## src/rtl/conversor_bin_bcd_seq.sv

```systemverilog
// Sequential binary-to-BCD converter (double dabble, one bit per clock); accept edge is cycle 0,
// out_valid pulses WIDTH+2 cycles later. in_ready is low while busy; in_valid is ignored then, not queued.
module conversor_bin_bcd_seq #(
   parameter int WIDTH  = 32,
   parameter int DIGITS = 10,
   parameter bit SIGNED = 1'b0
) (
   input  logic                clk,
   input  logic                rst_n,
   input  logic                in_valid,
   output logic                in_ready,
   input  logic [WIDTH-1:0]    bin_in,
   output logic                out_valid,
   output logic [4*DIGITS-1:0] bcd_out,
   output logic                negative,
   output logic                overflow
);

   localparam int CW = $clog2(WIDTH);
   localparam int BW = 4 * DIGITS;

   typedef enum logic [1:0] {IDLE, SHIFT, DONE} state_t;

   state_t           state, state_nxt;
   logic [WIDTH-1:0] bin_reg;
   logic [BW-1:0]    bcd_scratch;
   logic [BW-1:0]    bcd_adj;
   logic             ovf_scratch;
   logic             sign_reg;
   logic [CW-1:0]    cnt;
   logic             accept;
   logic             last_bit;
   logic             in_neg;

   assign in_neg = SIGNED && bin_in[WIDTH-1];

   always_comb begin
      state_nxt = state;
      in_ready  = 1'b0;
      accept    = 1'b0;
      last_bit  = (cnt == CW'(WIDTH - 1));
      case (state)
         IDLE: begin
            in_ready = 1'b1;
            if (in_valid) begin
               accept    = 1'b1;
               state_nxt = SHIFT;
            end
         end
         SHIFT: begin
            if (last_bit) state_nxt = DONE;
         end
         DONE:    state_nxt = IDLE;
         default: state_nxt = IDLE;
      endcase
   end

   // Add-3 correction on every digit in parallel before the shift
   always_comb begin
      bcd_adj = bcd_scratch;
      for (int d = 0; d < DIGITS; d++) begin
         if (bcd_scratch[4*d +: 4] >= 4'd5)
            bcd_adj[4*d +: 4] = bcd_scratch[4*d +: 4] + 4'd3;
      end
   end

   always_ff @(posedge clk or negedge rst_n) begin
      if (!rst_n) state <= IDLE;
      else        state <= state_nxt;
   end

   always_ff @(posedge clk or negedge rst_n) begin
      if (!rst_n) begin
         bin_reg     <= '0;
         bcd_scratch <= '0;
         ovf_scratch <= 1'b0;
         sign_reg    <= 1'b0;
         cnt         <= '0;
         out_valid   <= 1'b0;
         bcd_out     <= '0;
         negative    <= 1'b0;
         overflow    <= 1'b0;
      end else begin
         out_valid <= 1'b0;
         case (state)
            IDLE: begin
               if (accept) begin
                  bin_reg     <= in_neg ? -bin_in : bin_in;
                  sign_reg    <= in_neg;
                  bcd_scratch <= '0;
                  ovf_scratch <= 1'b0;
                  cnt         <= '0;
               end
            end
            SHIFT: begin
               // A bit leaving the top digit means the value no longer fits in DIGITS
               bcd_scratch <= {bcd_adj[BW-2:0], bin_reg[WIDTH-1]};
               bin_reg     <= {bin_reg[WIDTH-2:0], 1'b0};
               ovf_scratch <= ovf_scratch | bcd_adj[BW-1];
               cnt         <= cnt + CW'(1);
            end
            DONE: begin
               bcd_out   <= bcd_scratch;
               negative  <= sign_reg;
               overflow  <= ovf_scratch;
               out_valid <= 1'b1;
            end
            default: ;
         endcase
      end
   end

endmodule

```

## config.mk

```make
export PLATFORM = sky130hd
export DESIGN_NAME = conversor_bin_bcd_seq
export DESIGN_NICKNAME = d
export VERILOG_FILES = /design/src/rtl/conversor_bin_bcd_seq.sv
export SDC_FILE = /design/constraint.sdc
export NUM_CORES = 1
export LEC_CHECK = 0
export CORE_MARGIN = 2
export CORE_UTILIZATION = 37
export DETAILED_ROUTE_END_ITERATION = 10
export PLACE_DENSITY_LB_ADDON = 0.3
export REMOVE_ABC_BUFFERS = 1
export SYNTH_ARGS = -nofsm -noshare
export SYNTH_HDL_FRONTEND = slang
export SYNTH_SLANG_ARGS = --single-unit
```

## constraint.sdc

```tcl
create_clock -name clk -period 1.2 [get_ports clk]
set_input_delay 0.36 -clock clk [delete_from_list [all_inputs] [get_ports clk]]
set_output_delay 0.36 -clock clk [all_outputs]
set_load 0.02 [all_outputs]
```

==> qor.yml, run 1 <==
grt_antenna_before_repair: 0
power-per-cell-area_nw_per_um2: 2330
synth_cells: 592
rsz0062_at_grt: "yes"
vdd_drop_max_mv: 1.21
worst_clock_skew_ns: 0.00694
synth_cell_type_count: 33
die_width_um: 130
placed_cells_incl_taps: 926
drt_drc_violations_left: 0
die-area_um2: 17000
gr-total-overflow: 0
design.portCount: 79
yosysWarningCount: 0
hold_viol_final: 0
failed_checks: "setup timing"
routabilityCongestion: 0.828
worst_setup_hold_path_clk_slew_ns: 0.06
insertedDiodeCount: 0
report.final.setup_viol: 165
crit_type: "reg2reg"
most-common-layout-cells: "121 x sky130_fd_sc_hd__dfrtp_1, 104 x sky130_fd_sc_hd__buf_4, 70 x sky130_fd_sc_hd__nand2_1"
finalMaxSlewViolations: 0
route.detailed.vias_per_inst: 5.05
final_nets: 831
fmaxAchievable_mhz: 664
portBuffers: 77
crit_arrival_ns: 1.86
finalWirelength_mm: 14.9
drt_first_pass_iters: 4
synth_ff_type: "sky130_fd_sc_hd__dfrtp_1"
power.static_leakage_nw: 4.31
min_period_over_period_pct: 125
grt_usage_pct: 17.9
post-route-cell-area_um2: 8910
layout_commonest_cell: "sky130_fd_sc_hd__dfrtp_1"
tritoncts: "built"
grt_first_pass_wirelength_mm: 24.1
areaGrowthSynthToFinish_pct: 51.3
syn-cell-area_um2: 5890
core.rowCount: 46
num_cts_buffers: 17
maximum_number_of_pins_on_one_net_before_global_route_repair: 51
grt_pass1_vias: 5025
place_ws_ns: -0.517
syn_area_per_cell_um2: 9.95
fin_util_pct: 56.7
cts.path.max_buffers: 2
cp_data_required_time_ns: 1.55
core_ar_um2: 15700
hold-worst-slack_ns: 0.377
postSynthRegisterBits: 122
max_cap_violations: 0
latest_clock_arrival_within_the_worst_skew_pair_ns: 0.42
synth-async-reset-ratio_pct: 100
vias: 5062
worst_hold_path_type: "in2async"
fin_cells: 1003
setup_total_negative_slack_ns: -24.65
crit_path_start_kind: "flop"
initial_core_util_pct: 37.5
route.antenna.remaining_nets: 0
drt_wl_cell_um: 14.8
dieHeight_um: 130
power.total_mw: 20.8
dp_hpwl_mm: 9.32
placed_area_um2: 7480
finalCriticalPeriod_ns: 1.51
critical_path_peak_fanout: 33
synth_edf_count: 0
cts_root_buffer: "sky130_fd_sc_hd__clkbuf_16"
clkSinkCount: 122
outcome: "complete, but fails checks"
drive_gt1_share_pct: 35.5
post-route-worst-setup-slack_ns: -0.306
synth-seq-area-share_pct: 51.8
crit_path_end_kind: "flop"
clock_tree.htree_level_count: 4
drt_first_iter_violations: 404
==> layer usage <==
metal | track usage [%] | share of wire [%]
met1 | 23.9 | 47
met2 | 28.9 | 48
met3 | 3.61 | 3.6
met4 | 7.02 | 1.5
met5 | 0 | 0
==> worst paths after layout <==
check | startpoint | to | slack, ns | depth (start not counted)
worst max register to register | state[1] | bcd_scratch[39] | -0.31 | 5
worst max-delay path | state[1] | bcd_scratch[39] | -0.31 | 5
worst min-delay path | rst_n | out_valid | 0.38 | 2
worst min register to register | bin_reg[6] | bin_reg[6] | 0.49 | 2
max in group asynchronous | rst_n | state[0] | 0.30 | 3
min in group clk | bin_reg[6] | bin_reg[6] | 0.49 | 2
==> worst max-delay path, cell delays in order (launching register included) <==
cell,delay (ns)
sky130_fd_sc_hd__dfrtp_1,0.41
sky130_fd_sc_hd__buf_6,0.16
sky130_fd_sc_hd__nand2b_1,0.17
sky130_fd_sc_hd__buf_12,0.19
sky130_fd_sc_hd__o31ai_1,0.32
sky130_fd_sc_hd__a32o_1,0.18
==> cell usage after synthesis, types with 10 or more instances <==
master | n | area [µm²]
sky130_fd_sc_hd__o21ai_0 | 80 | 400
sky130_fd_sc_hd__a32o_1 | 10 | 100
sky130_fd_sc_hd__ha_1 | 22 | 275
sky130_fd_sc_hd__o2111ai_1 | 20 | 175
sky130_fd_sc_hd__nor2b_1 | 11 | 68.8
sky130_fd_sc_hd__o31ai_1 | 11 | 82.6
sky130_fd_sc_hd__o21a_1 | 10 | 75.1
sky130_fd_sc_hd__nand2_1 | 94 | 353
sky130_fd_sc_hd__a21oi_1 | 32 | 160
sky130_fd_sc_hd__buf_2 | 19 | 95.1
sky130_fd_sc_hd__dfrtp_1 | 122 | 3050
sky130_fd_sc_hd__clkbuf_1 | 16 | 60.1
sky130_fd_sc_hd__o311ai_1 | 10 | 87.6
sky130_fd_sc_hd__xnor2_1 | 10 | 87.6
sky130_fd_sc_hd__o221ai_1 | 10 | 87.6
sky130_fd_sc_hd__inv_1 | 43 | 161
sky130_fd_sc_hd__and3b_1 | 31 | 272
==> final cells by class <==
class | count | area [µm²]
Inverter | 43 | 161
Sequential cell | 122 | 3050
Timing Repair Buffer | 205 | 2070
Tap cell | 216 | 270
Multi-Input combinational cell | 385 | 2750
Clock inverter | 13 | 150
Fill cell | 1334 | 6800
Clock buffer | 19 | 453
==> power breakdown <==
part           total [mW]  leakage (nW)  internal (mW)  switching [mW]
clock network        5.18         0.290           3.34            1.84
registers            6.31          1.61           5.37           0.943
logic                9.29          2.41           4.89            4.39
total                20.8          4.31           13.6            7.17
==> cell families (layout without fill, tap and decap cells) <==
kind of cell / after synthesis / in the layout / synth area share (%)
adder cells (fa/ha/maj): 22 / 22 / 4.67
buffers and inverters: 85 / 280 / 6.26
XOR/XNOR: 10 / 10 / 1.49
AO/OA/AOI/OAI: 205 / 205 / 22.7
other: 1 / 1 / 0.0636
AND/OR/NAND/NOR: 145 / 145 / 12.6
multiplexers: 2 / 2 / 0.382
flip-flops: 122 / 122 / 51.8
==> what timing repair did <==
| item | CTS | global route |
|---|---|---|
| hold endpoints to repair | 16 | 0 |
| setup buffers | 19 | 19 |
| gates resized for setup | 285 | 98 |
| hold buffers | 1 | 0 |
| setup endpoints to repair | 164 | 165 |
| pin swaps | 4 | 22 |
| gates cloned | 2 | 4 |
Note: power is estimated with default switching activity, not from simulation.
==> run 2, diff against run 1 <==
Settings changed: CORE_UTILIZATION 37 to 50, RECOVER_POWER set to 100.
==> run 2 against run 1 <==
Net effect: the run still ends with setup timing left; setup slack worse by 0.071 ns; routed wire length up 29%; clock skew down 0.0023 ns; cell count shrank 5.2%; sequential power up 1%; utilization up 24 points.
==> qor.yml, run 2 (synthesized netlist as in run 1, its figures left out) <==
finalMaxSlewViolations: 0  # unchanged
core_ar_um2: 11500  # was 15700 µm²
hold_viol_final: 0  # unchanged
dp_hpwl_mm: 9.24  # was 9.32 mm
internal_portion_of_total_power_mw: 14.3  # was 13.6 mW
route.antenna.remaining_nets: 0  # unchanged
gr-total-overflow: 0  # unchanged
crit_path_end_kind: "flop"  # unchanged
post-route-worst-setup-slack_ns: -0.377  # was -0.306 ns
fin_cells: 951  # was 1003
power.static_leakage_nw: 4.42  # was 4.31 nW
fill_cells: 593  # was 1334
maximum_number_of_pins_on_one_net_before_global_route_repair: 41  # was 51
crit_type: "reg2reg"  # unchanged
drt_first_pass_iters: 5  # was 4
rsz0062_at_grt: "yes"  # unchanged
clock_tree.htree_level_count: 4  # unchanged
hold-worst-slack_ns: 0.466  # was 0.377 ns
design.portCount: 79  # unchanged
drt_wl_cell_um: 20.3  # was 14.8 µm
worstPathCellList: "buf_6 > nand2b_4 > buf_12 > o31ai_1 > a32o_1"  # was buf_6 > nand2b_1 > buf_12 > o31ai_1 > a32o_1
crit_arrival_ns: 1.93  # was 1.86 ns
max_slew.worst_pin.slew_ns: 0.560
fmaxAchievable_mhz: 634  # was 664 MHz
dieHeight_um: 113  # was 130 µm
grt_usage_pct: 25.9  # was 17.9%
p_comb_share_pct: 50.0  # was 44.7%
worst_hold_path_type: "in2async"  # unchanged
placed_area_um2: 7390  # was 7480 µm²
vdd_drop_max_mv: 1.47  # was 1.21 mV
drt_drc_violations_left: 0  # unchanged
outcome: "complete, but fails checks"  # unchanged
clock_power_share_pct: 22.0  # was 24.9%
most-common-layout-cells: "119 x sky130_fd_sc_hd__dfrtp_1, 115 x sky130_fd_sc_hd__buf_4, 93 x sky130_fd_sc_hd__nand2_1"  # was 121 x sky130_fd_sc_hd__dfrtp_1, 104 x sky130_fd_sc_hd__buf_4, 70 x sky130_fd_sc_hd__nand2_1
grt_pass1_vias: 5415  # was 5025
fin_util_pct: 80.6  # was 56.7%
layout_commonest_cell: "sky130_fd_sc_hd__dfrtp_1"  # unchanged
latest_clock_arrival_within_the_worst_skew_pair_ns: 0.42  # about the same
num_cts_buffers: 17  # unchanged
cts.path.max_buffers: 2  # unchanged
portBuffers: 77  # unchanged
drive_gt1_share_pct: 38.2  # was 35.5%
areaGrowthSynthToFinish_pct: 56.8  # was 51.3%
max_cap_violations: 0  # unchanged
min_period_over_period_pct: 131  # was 125%
final_nets: 852  # was 831
timing.max_slew.rel_slack_pct: 62.6
route.detailed.vias_per_inst: 5.94  # was 5.05
vias: 5646  # was 5062
report.final.setup_viol: 164  # was 165
worst_clock_skew_ns: 0.00465  # was 0.00694 ns
setup_total_negative_slack_ns: -23.90  # was -24.65 ns
switching_power_mw: 8.55  # was 7.17 mW
power.total_mw: 22.9  # was 20.8 mW
grt_antenna_before_repair: 0  # unchanged
cp_data_required_time_ns: 1.55  # about the same
finalCriticalPeriod_ns: 1.58  # was 1.51 ns
post-route-cell-area_um2: 9240  # was 8910 µm²
drt_first_iter_violations: 489  # was 404
clkSinkCount: 122  # unchanged
power-per-cell-area_nw_per_um2: 2480  # was 2330 nW/µm²
cp_slowest_cell: "sky130_fd_sc_hd__dfrtp_2"  # was sky130_fd_sc_hd__dfrtp_1
failed_checks: "setup timing"  # unchanged
insertedDiodeCount: 0  # unchanged
routabilityCongestion: 0.834  # was 0.828
finalWirelength_mm: 19.3  # was 14.9 mm
tritoncts: "built"  # unchanged
worst_setup_hold_path_clk_slew_ns: 0.05  # was 0.06 ns
critical_path_peak_fanout: 17  # was 33
core.rowCount: 39  # was 46
initial_core_util_pct: 51.4  # was 37.5%
die-area_um2: 12700  # was 17000 µm²
netSwitchingFraction_pct: 37.4  # was 34.5%
seq_power_share_pct: 28.0  # was 30.4%
grt_first_pass_wirelength_mm: 26.2  # was 24.1 mm
crit_path_start_kind: "flop"  # unchanged
die_width_um: 113  # was 130 µm
timing.reg2reg.worst_path_depth: 5  # unchanged
cts_root_buffer: "sky130_fd_sc_hd__clkbuf_16"  # unchanged
placed_cells_incl_taps: 855  # was 926
place_ws_ns: -0.581  # was -0.517 ns
cp_slowest_stage_delay_ns: 0.45  # was 0.41 ns
[run 2: changes by cell type in the layout (fill, tap and decap cells not counted), sizes merged]
cell and delta:
bufbuf +1, clkinvlp -4, clkbuf +3, dlygate4sd2 +1
clkinv +1, dlymetal6s2s -1, bufinv -1, buf +21
[run 2: critical path: cells and delay by family, from the launching register on]
family                 cells  cell delay, ns
AND/OR/NAND/NOR            1            0.18
buffers and inverters      2            0.34
AO/OA/AOI/OAI              2            0.53
flip-flops                 1            0.45
[run 2: final timing paths]
kind | slack (ns) | start | to
worst min-delay path | 0.47 | rst_n | bcd_out[9]
worst max-delay path | -0.38 | state[1] | bcd_scratch[23]
worst max register to register | -0.38 | state[1] | bcd_scratch[23]
max in group asynchronous | 0.07 | rst_n | bcd_out[26]
min in group clk | 0.48 | bin_reg[4] | bin_reg[4]
worst min register to register | 0.48 | bin_reg[4] | bin_reg[4]
[run 2: layer usage]
| metal | up-vias | global-route usage (%) | wire, µm | share of wire [%] |
|---|---|---|---|---|
| met5 | - | 0 | 0 | 0 |
| met2 | 271 | 44.2 | 9650 | 50 |
| li1 | 2528 | - | - | - |
| met1 | 2777 | 31.8 | 7710 | 40 |
| met4 | 0 | 10.2 | 798 | 4.1 |
| met3 | 70 | 5.89 | 1120 | 5.8 |
[run 2: power by group through the flow]
stage	Sequential [mW]	Combinational, mW	Clock (mW)
final	6.40	11.4	5.04
after global routing	6.52	12.1	5.25
after CTS	6.20	8.93	5.01
after detailed placement	6.20	7.61	0
after global placement	6.13	7.19	0
after floorplan	6.31	4.21	0
[run 2: final cells by class]
type                            instances  area (µm²)  share of cell area (%)
Clock buffer                           23         478                    5.17
Clock inverter                          9        95.1                    1.03
Inverter                               43         161                    1.75
Multi-Input combinational cell        385        3010                    32.6
Sequential cell                       122        3060                    33.1
Tap cell                              143         179                    1.94
Timing Repair Buffer                  226        2260                    24.5
[run 2: what timing repair did]
action                     4_1_cts  5_1_grt
hold buffers                     1        0
setup endpoints to repair      161      165
setup buffers                   23       33
pin swaps                        9       15
resized for setup              320       86
hold endpoints to repair        13        0
gates cloned                     4        5
==> run 3, diff against run 2 <==
==> constraint.sdc (replaced) <==
create_clock -name clk -period 1.2 [get_ports clk]
set_input_delay 0.36 -clock clk [delete_from_list [all_inputs] [get_ports clk]]
set_output_delay 0.36 -clock clk [all_outputs]
set_load 0.01 [all_outputs]
==> run 3 against run 2 <==
Net effect: the run still ends with setup timing left; cell count shrank 0.42%; setup slack gained 0.0011 ns; clock power shrank 2%; largest cell class unchanged.
==> qor.yml, run 3 (synthesized netlist as in run 1, its figures left out) <==
power.total_mw: 21.5  # was 22.9 mW
cp_data_required_time_ns: 1.56  # was 1.55 ns
worst_setup_hold_path_clk_slew_ns: 0.06  # was 0.05 ns
setup_total_negative_slack_ns: -29.07  # was -23.90 ns
drive_gt1_share_pct: 41.8  # was 38.2%
grt_antenna_before_repair: 0  # unchanged
route.antenna.remaining_nets: 0  # unchanged
crit_arrival_ns: 1.93  # about the same
drt_wl_cell_um: 19.9  # was 20.3 µm
rsz0062_at_grt: "yes"  # unchanged
initial_core_util_pct: 51.4  # unchanged
grt_first_pass_wirelength_mm: 25.1  # was 26.2 mm
clkSinkCount: 122  # unchanged
min_period_over_period_pct: 131  # about the same
cts_root_buffer: "sky130_fd_sc_hd__clkbuf_16"  # unchanged
die_width_um: 113  # unchanged
placed_area_um2: 7370  # was 7390 µm²
gr-total-overflow: 0  # unchanged
worst_hold_path_type: "in2async"  # unchanged
vdd_drop_max_mv: 2.11  # was 1.47 mV
design.portCount: 79  # unchanged
portBuffers: 77  # unchanged
route.detailed.vias_per_inst: 5.95  # was 5.94
grt_usage_pct: 24.7  # was 25.9%
report.final.setup_viol: 165  # was 164
hold-worst-slack_ns: 0.422  # was 0.466 ns
power-per-cell-area_nw_per_um2: 2390  # was 2480 nW/µm²
grt_pass1_vias: 5276  # was 5415
clock_tree.htree_level_count: 4  # unchanged
fmaxAchievable_mhz: 634  # about the same
dp_hpwl_mm: 9.07  # was 9.24 mm
vias: 5637  # was 5646
num_cts_buffers: 17  # unchanged
fin_util_pct: 78.4  # was 80.6%
crit_path_start_kind: "flop"  # unchanged
critical_path_peak_fanout: 18  # was 17
crit_path_end_kind: "flop"  # unchanged
tritoncts: "built"  # unchanged
post-route-worst-setup-slack_ns: -0.376  # was -0.377 ns
crit_type: "reg2reg"  # unchanged
maximum_number_of_pins_on_one_net_before_global_route_repair: 44  # was 41
insertedDiodeCount: 0  # unchanged
layout_commonest_cell: "sky130_fd_sc_hd__dfrtp_1"  # unchanged
hold_viol_final: 0  # unchanged
r2r_end: "bcd_scratch[39]"  # was bcd_scratch[23]
power.static_leakage_nw: 4.40  # was 4.42 nW
areaGrowthSynthToFinish_pct: 52.5  # was 56.8%
finalCriticalPeriod_ns: 1.58  # about the same
core.rowCount: 39  # unchanged
failed_checks: "setup timing"  # unchanged
die-area_um2: 12700  # unchanged
outcome: "complete, but fails checks"  # unchanged
drt_drc_violations_left: 0  # unchanged
r2r_setup_slack_ns: -0.38  # about the same
max_cap_violations: 0  # unchanged
source_of_the_worst_register_to_register_timing_path: "state[1]"  # unchanged
most-common-layout-cells: "121 x sky130_fd_sc_hd__dfrtp_1, 108 x sky130_fd_sc_hd__buf_4, 69 x sky130_fd_sc_hd__nand2_1"  # was 119 x sky130_fd_sc_hd__dfrtp_1, 115 x sky130_fd_sc_hd__buf_4, 93 x sky130_fd_sc_hd__nand2_1
timing.reg2reg.worst_path_depth: 5  # unchanged
routabilityCongestion: 0.831  # was 0.834
post-route-cell-area_um2: 8990  # was 9240 µm²
drt_first_iter_violations: 446  # was 489
finalMaxSlewViolations: 0  # unchanged
drt_first_pass_iters: 5  # unchanged
latest_clock_arrival_within_the_worst_skew_pair_ns: 0.42  # about the same
final_nets: 849  # was 852
worst_clock_skew_ns: 0.0106  # was 0.00465 ns
dieHeight_um: 113  # unchanged
cts.path.max_buffers: 2  # unchanged
finalWirelength_mm: 18.8  # was 19.3 mm
core_ar_um2: 11500  # unchanged
## run 3: cell count changes in the layout (fill, tap and decap cells not counted), sizes merged
cell	previous run	this run
buf	187	183
clkinvlp	0	1
bufbuf	2	0
clkbuf	26	27
## run 3: critical path: stages (launching register included)
cell                       delay (ns)
sky130_fd_sc_hd__dfrtp_1         0.43
sky130_fd_sc_hd__buf_6           0.16
sky130_fd_sc_hd__nand2b_1        0.22
sky130_fd_sc_hd__buf_8           0.21
sky130_fd_sc_hd__o31ai_1         0.32
sky130_fd_sc_hd__a32o_1          0.17
## run 3: worst max path at each step
| stage | start | to | slack [ns] | depth (start not counted) |
|---|---|---|---|---|
| after detailed placement | in_valid | bin_reg[27] | -0.58 | 6 |
| after floorplan | state[0] | bcd_scratch[38] | -2.03 | 3 |
| after global routing | state[1] | bcd_scratch[39] | -0.41 | 5 |
| after CTS | state[0] | in_ready | -0.25 | 2 |
| after global placement | in_valid | bcd_scratch[39] | -0.49 | 5 |
| final | state[1] | bcd_scratch[39] | -0.38 | 5 |
## run 3: stage by stage
step / instances / setup slack (ns)
after global placement: 851 / -0.494
after global routing: 947 / -0.414
final: 947 / -0.376
after CTS: 911 / -0.247
after floorplan: 550 / -2.03
after detailed placement: 851 / -0.576
## run 3: where the power goes
part / internal, mW / leakage [nW] / switching [mW]
Combinational: 5.09 / 2.51 / 5.13
Sequential: 5.37 / 1.61 / 0.980
Clock: 3.07 / 0.276 / 1.86
## run 3: repair_timing
action	CTS	global route
resized for setup	218	170
endpoints found under the setup margin	165	165
buffers inserted	23	31
cloned	5	6
pin swaps	6	27
endpoints found under the hold margin	12	0
hold buffers	1	0
## run 3: cell type report
class / instances / area [µm²]
Inverter: 43 / 161
Timing Repair Buffer: 223 / 2020
Multi-Input combinational cell: 385 / 3020
Tap cell: 143 / 179
Clock inverter: 10 / 103
Fill cell: 666 / 2480
Clock buffer: 21 / 450
Sequential cell: 122 / 3050
## run 3: per-layer routing
layer	routed length, µm	up-vias	GRT usage, %
met2	9640	242	41.8
met3	1070	74	6.26
met1	7310	2799	30.3
met4	818	0	10.0
li1	-	2522	-
met5	0	-	0
